[src/rtl/matrix_scan_sched.sv]
// Row-scan scheduler for an 8x8 red/green LED matrix with a double-buffered frame store.
// Define PEN_SENSE_EN to add the per-row light-pen sense window and hit reporting.
module matrix_scan_sched #(
  parameter int unsigned BLANK_CYCLES = 16,
  parameter int unsigned DWELL_CYCLES = 1000,
  parameter int unsigned SENSE_CYCLES = 32
) (
  input  logic       clk,
  input  logic       rst,
  input  logic       wr_en,
  input  logic [2:0] wr_row,
  input  logic [7:0] wr_r,
  input  logic [7:0] wr_g,
  input  logic       pen_in,
  output logic [7:0] output_row,
  output logic [7:0] output_col_r,
  output logic [7:0] output_col_g,
  output logic       pen_valid,
  output logic [2:0] pen_x,
  output logic [2:0] pen_y,
  output logic       frame_tick
);
  localparam int unsigned MaxBd  = (BLANK_CYCLES > DWELL_CYCLES) ? BLANK_CYCLES : DWELL_CYCLES;
  localparam int unsigned MaxLen = (MaxBd > SENSE_CYCLES) ? MaxBd : SENSE_CYCLES;
  localparam int unsigned CntW   = (MaxLen > 1) ? $clog2(MaxLen) : 1;
  localparam logic [CntW-1:0] BlankLast = CntW'(BLANK_CYCLES - 1);
  localparam logic [CntW-1:0] DwellLast = CntW'(DWELL_CYCLES - 1);

  typedef enum logic [1:0] {StBlank, StDrive, StSense} state_e;

  state_e          state_q, state_d;
  logic [2:0]      row_q, row_d;
  logic [CntW-1:0] cnt_q, cnt_d;
  logic            row_last;
  logic            frame_last_d;
  logic [7:0]      row_sel_d, col_r_d, col_g_d;
  logic [7:0]      back_r_q [8];
  logic [7:0]      back_g_q [8];
  logic [7:0]      front_r_q [8];
  logic [7:0]      front_g_q [8];

`ifdef PEN_SENSE_EN
  localparam logic [CntW-1:0] SenseLast = CntW'(SENSE_CYCLES - 1);
  logic [2:0] col_q, col_d;
`endif

  always_comb begin
    state_d  = state_q;
    row_d    = row_q;
    cnt_d    = cnt_q + 1'b1;
    row_last = 1'b0;
`ifdef PEN_SENSE_EN
    col_d    = col_q;
`endif
    unique case (state_q)
      StBlank: begin
        if (cnt_q == BlankLast) begin
          state_d = StDrive;
          cnt_d   = '0;
        end
      end
      StDrive: begin
        if (cnt_q == DwellLast) begin
          cnt_d = '0;
`ifdef PEN_SENSE_EN
          state_d = StSense;
          col_d   = 3'd0;
`else
          state_d  = StBlank;
          row_d    = row_q + 3'd1;
          row_last = 1'b1;
`endif
        end
      end
`ifdef PEN_SENSE_EN
      StSense: begin
        if (cnt_q == SenseLast) begin
          cnt_d = '0;
          col_d = col_q + 3'd1;
          if (col_q == 3'd7) begin
            state_d  = StBlank;
            row_d    = row_q + 3'd1;
            row_last = 1'b1;
          end
        end
      end
`endif
      default: begin
        state_d = StBlank;
        cnt_d   = '0;
      end
    endcase
  end

  // Pins and frame_tick are derived from the next state so they line up with the state itself.
  always_comb begin
    row_sel_d = 8'hFF;
    col_r_d   = 8'h00;
    col_g_d   = 8'h00;
    if (state_d == StDrive) begin
      row_sel_d = ~(8'd1 << row_d);
      col_r_d   = front_r_q[row_d];
      col_g_d   = front_g_q[row_d];
    end
`ifdef PEN_SENSE_EN
    if (state_d == StSense) begin
      row_sel_d = ~(8'd1 << row_d);
      col_r_d   = 8'd1 << col_d;
    end
    frame_last_d = (state_d == StSense) && (col_d == 3'd7) && (cnt_d == SenseLast) &&
                   (row_d == 3'd7);
`else
    frame_last_d = (state_d == StDrive) && (cnt_d == DwellLast) && (row_d == 3'd7);
`endif
  end

  always_ff @(posedge clk) begin
    if (rst) begin
      state_q      <= StBlank;
      row_q        <= '0;
      cnt_q        <= '0;
      output_row   <= 8'hFF;
      output_col_r <= '0;
      output_col_g <= '0;
      frame_tick   <= 1'b0;
      for (int i = 0; i < 8; i++) begin
        back_r_q[i]  <= '0;
        back_g_q[i]  <= '0;
        front_r_q[i] <= '0;
        front_g_q[i] <= '0;
      end
    end else begin
      state_q      <= state_d;
      row_q        <= row_d;
      cnt_q        <= cnt_d;
      output_row   <= row_sel_d;
      output_col_r <= col_r_d;
      output_col_g <= col_g_d;
      frame_tick   <= frame_last_d;
      if (wr_en) begin
        back_r_q[wr_row] <= wr_r;
        back_g_q[wr_row] <= wr_g;
      end
      // Commit includes a write landing in the same cycle.
      if (frame_tick) begin
        for (int i = 0; i < 8; i++) begin
          front_r_q[i] <= (wr_en && wr_row == 3'(i)) ? wr_r : back_r_q[i];
          front_g_q[i] <= (wr_en && wr_row == 3'(i)) ? wr_g : back_g_q[i];
        end
      end
    end
  end

`ifdef PEN_SENSE_EN
  logic       pen_meta_q, pen_sync_q;
  logic       hit_q;
  logic [2:0] hit_col_q;
  logic       sample;

  assign sample = (state_q == StSense) && (cnt_q == SenseLast) && pen_sync_q;

  always_ff @(posedge clk) begin
    if (rst) begin
      pen_meta_q <= 1'b0;
      pen_sync_q <= 1'b0;
      col_q      <= '0;
      hit_q      <= 1'b0;
      hit_col_q  <= '0;
      pen_valid  <= 1'b0;
      pen_x      <= '0;
      pen_y      <= '0;
    end else begin
      pen_meta_q <= pen_in;
      pen_sync_q <= pen_meta_q;
      col_q      <= col_d;
      pen_valid  <= 1'b0;
      if (row_last) begin
        hit_q <= 1'b0;
        if (hit_q || sample) begin
          pen_valid <= 1'b1;
          pen_x     <= hit_q ? hit_col_q : col_q;
          pen_y     <= row_q;
        end
      end else if (sample && !hit_q) begin
        hit_q     <= 1'b1;
        hit_col_q <= col_q;
      end
    end
  end
`else
  logic unused_pen_in;
  assign unused_pen_in = pen_in;
  assign pen_valid     = 1'b0;
  assign pen_x         = 3'd0;
  assign pen_y         = 3'd0;
`endif

endmodule
[config.mk]
export PLATFORM = sky130hd
export DESIGN_NAME = matrix_scan_sched
export DESIGN_NICKNAME = d
export VERILOG_FILES = /design/src/rtl/matrix_scan_sched.sv
export SDC_FILE = /design/constraint.sdc
export NUM_CORES = 1
export LEC_CHECK = 0
export ABC_AREA = 1
export CAP_MARGIN = 25
export CORE_MARGIN = 2
export CORE_UTILIZATION = 61
export DETAILED_ROUTE_END_ITERATION = 7
export PLACE_DENSITY = 0.77
export RECOVER_POWER = 100
export SYNTH_ARGS = -nofsm -noshare
export SYNTH_HDL_FRONTEND = slang
export SYNTH_SLANG_ARGS = --single-unit
[constraint.sdc]
create_clock -name clk -period 5.99 [get_ports clk]
set_input_delay 1.198 -clock clk [delete_from_list [all_inputs] [get_ports clk]]
set_output_delay 1.198 -clock clk [all_outputs]
set_load 0.03 [all_outputs]
==> flow_metrics.tcl <==
set metrics [dict create \
    yosysWarnings 0 \
    seqCellArea_sq_mm 0.00849 \
    drt_wl_total_um 31200 \
    cts_buffers 30 \
    cp.depth 15 \
    cts_resized 0 \
    grt_pass1_wl_um 48400 \
    required_ns 6.41 \
    crit_buf_inv 2 \
    violations "capacitance limit, slew limit" \
    track_usage_pct 28.7 \
    synth-adder-area-share_pct 0.194 \
    syn_to_final_growth_pct 11.2 \
    slowest_delay_ns 2.35 \
    grt_pass1_vias 8756 \
    die_h_um 149 \
    crit_family "buffers and inverters" \
    slew_violations 174 \
    antenna_found_initial 0 \
    cts_buffer_depth 3 \
    ys_types 28 \
    placed_area_sq_mm 0.0134 \
    final_area_sq_mm 0.0143 \
    rsz0062_at_grt "no" \
    final_nets 1316 \
    synth-xor-area-share_pct 0.0681 \
    power_density_mw_per_mm2 308 \
    synth_top_family_by_area "simple AND/OR/NAND/NOR gates" \
    tightestPinTransition_ns 3.36 \
    syn_inst 1292 \
    synthMuxAreaShare_pct 0 \
    period_share_pct 78.6 \
    syn_area_per_cell_sq_um 9.96 \
    timing.setup.critical_path_class "register to register" \
    period_needed_ns 4.71 \
    slowest_stage "clkbuf_1" \
    layout-drive-gt1-share_pct 7.31 \
    cp-end-kind "register" \
    ant_nets 0 \
    crit_chain "ha_1 -> nand2_1 -> nor2_1 -> nand2_1 -> nor2_2 -> nand3_2 -> clkbuf_1 -> nand2_2 -> buf_4 -> nand2_1 -> nand2_1 -> nand2_1 -> nand2_1 -> nand2_1 -> nand2_1" \
    max_freq_ghz 0.212 \
    yosys.area_share.simple_pct 19.6 \
    p_leak_nw 5.65 \
    status "finished, violations left" \
    ys_seq_area_share_pct 66.0 \
    r2r_cells 15 \
    htreeDepth 1 \
    startpoint_type "register" \
    crit_top_cell "nand2_1" \
    synth_seq_cells 296 \
    root_buffer "clkbuf_16" \
    cts.clk_slew.worst_paths_ns 0.06 \
    nFillCells 1562 \
    hold_buffers 0 \
    cp_data_arrival_time_ns 5.12 \
    clk_latency_ns 0.56 \
    setup_viol 0 \
    synth_compound_area_share_pct 9.06 \
    design.portCount 55 \
    diodes 0 \
    multi_input_area_sq_mm 0.00376 \
    dieArea_sq_mm 0.0223 \
    dr.first_iter.drc_count 1045 \
    drc_errors 0 \
    final_util_pct 68.5 \
    finalClockSkew_ns 0.0249 \
    relSlewSlack_pct -124 \
    worstPathMaxFanout 68 \
    grt.overflow.total 0 \
    hp-class "register to register" \
    vias 9332 \
    globalplace.congestion 0.848 \
    timing.hold.ws_ns 0.480 \
    wl_per_cell_um 19.6 \
    tns_ns 0 \
    cts_tree "done" \
    core_area_sq_mm 0.0209 \
    final-hold-violation-count 0 \
    grt_max_degree 91 \
    portBuffers 46 \
    cts.sinks 296 \
    irDropWorstVdd_uv 269 \
    maxCapViolations 4 \
    postCtsSetupRepairBufs 0 \
    hpwlAfterDp_um 18500 \
    start_util_pct 61.6 \
    syn-cell-area_sq_mm 0.0129 \
    holdPathStages 1 \
    via_per_inst 5.87 \
    die_x_um 149 \
    first_pass_iters 5 \
    rows 53 \
]
cells in the mapped netlist:
| master | instances | area, sq um |
|---|---|---|
| nand2_1 | 371 | 1390 |
| edfxtp_1 | 256 | 7690 |
| nor2_1 | 174 | 653 |
| a21oi_1 | 97 | 485 |
| o21ai_0 | 77 | 385 |
| nand3_1 | 75 | 375 |
| clkbuf_1 | 58 | 218 |
| inv_1 | 47 | 176 |
| dfxtp_1 | 40 | 801 |
| a31o_2 | 32 | 280 |
| buf_2 | 23 | 115 |
| buf_4 | 13 | 97.6 |
| nand4_1 | 6 | 37.5 |
| buf_1 | 3 | 11.3 |
| nor2_2 | 3 | 18.8 |
| buf_6 | 2 | 22.5 |
| ha_1 | 2 | 25.0 |
| nand2_2 | 2 | 12.5 |
| nor3_1 | 2 | 10.0 |
| clkbuf_2 | 1 | 5.00 |
| conb_1 | 1 | 3.75 |
| inv_2 | 1 | 3.75 |
| nand3_2 | 1 | 10.0 |
| nor2_4 | 1 | 11.3 |
| o21bai_1 | 1 | 7.51 |
| o31ai_1 | 1 | 7.51 |
| or2_2 | 1 | 6.26 |
| xor2_1 | 1 | 8.76 |
cell families after synthesis:
kind of cell	Yosys count
and+or+nand+nor	636
DFF	296
AOI/OAI and AO/OA	208
buffers and inverters	148
adders and majority gates	2
xor gates and xnor gates	1
other	1
layout make-up:
cell class,instances,area share (%)
Clock buffer,38,5.90
Inverter,48,1.26
Multi-Input combinational cell,855,26.3
Sequential cell,296,59.3
Timing Repair Buffer,60,4.08
Tap cell,275,2.40
Clock inverter,17,0.770
sequential cells by signal, summed over array words and instances, names as in the netlist:
| name | cells |
|---|---|
| output_row | 8 |
| output_col_r | 8 |
| state_q | 2 |
| frame_tick | 1 |
| output_col_g | 8 |
| back_r_q | 64 |
| front_g_q | 64 |
| back_g_q | 64 |
| row_q | 3 |
| front_r_q | 64 |
| cnt_q | 10 |
per-layer routing:
layer  GRT usage, %  routed length, um  share of wire [%]  vias to the layer above
met5              0                  0                  0                        -
met4           11.2               1200                3.9                        0
met3           4.56               3420                 11                       64
met2           45.6              14300                 46                      543
met1           40.2              12200                 39                     4366
li1               -                  -                  -                     4359
metrics by stage:
| step | setup slack, ns | power, mW | std cells |
|---|---|---|---|
| finish | 1.28 | 4.40 | 1589 |
| global route | 0.923 | 4.51 | 1589 |
| CTS | 2.23 | 4.40 | 1589 |
| detailed placement | 1.67 | 2.62 | 1534 |
| global placement | 1.70 | 2.61 | 1533 |
| floorplan | 0.710 | 2.55 | 1299 |
power by group:
part	internal (mW)	switching (mW)	total [mW]	leakage, nW
clock	1.04	0.780	1.82	0.475
combinational	0.0554	0.149	0.204	2.39
sequential	2.35	0.0292	2.38	2.78
total	3.44	0.958	4.40	5.65
worst paths after layout:
path,startpoint,end,slack (ns)
max,cnt_q[0],output_col_g[6],1.28
min,cnt_q[0],cnt_q[0],0.48
max reg2reg,cnt_q[0],output_col_g[6],1.28
min reg2reg,cnt_q[0],cnt_q[0],0.48
cells in the final DEF (no fill, tap or decap), drive strengths merged, types with 27 or more instances in the layout:
master / instances
nand3: 76
clkbuf: 42
nor2: 178
edfxtp: 256
inv: 51
o21ai: 77
a21oi: 97
nand2: 373
dfxtp: 40
a31o: 32
dlygate4sd3: 27
(Power assumes the default switching activity.)
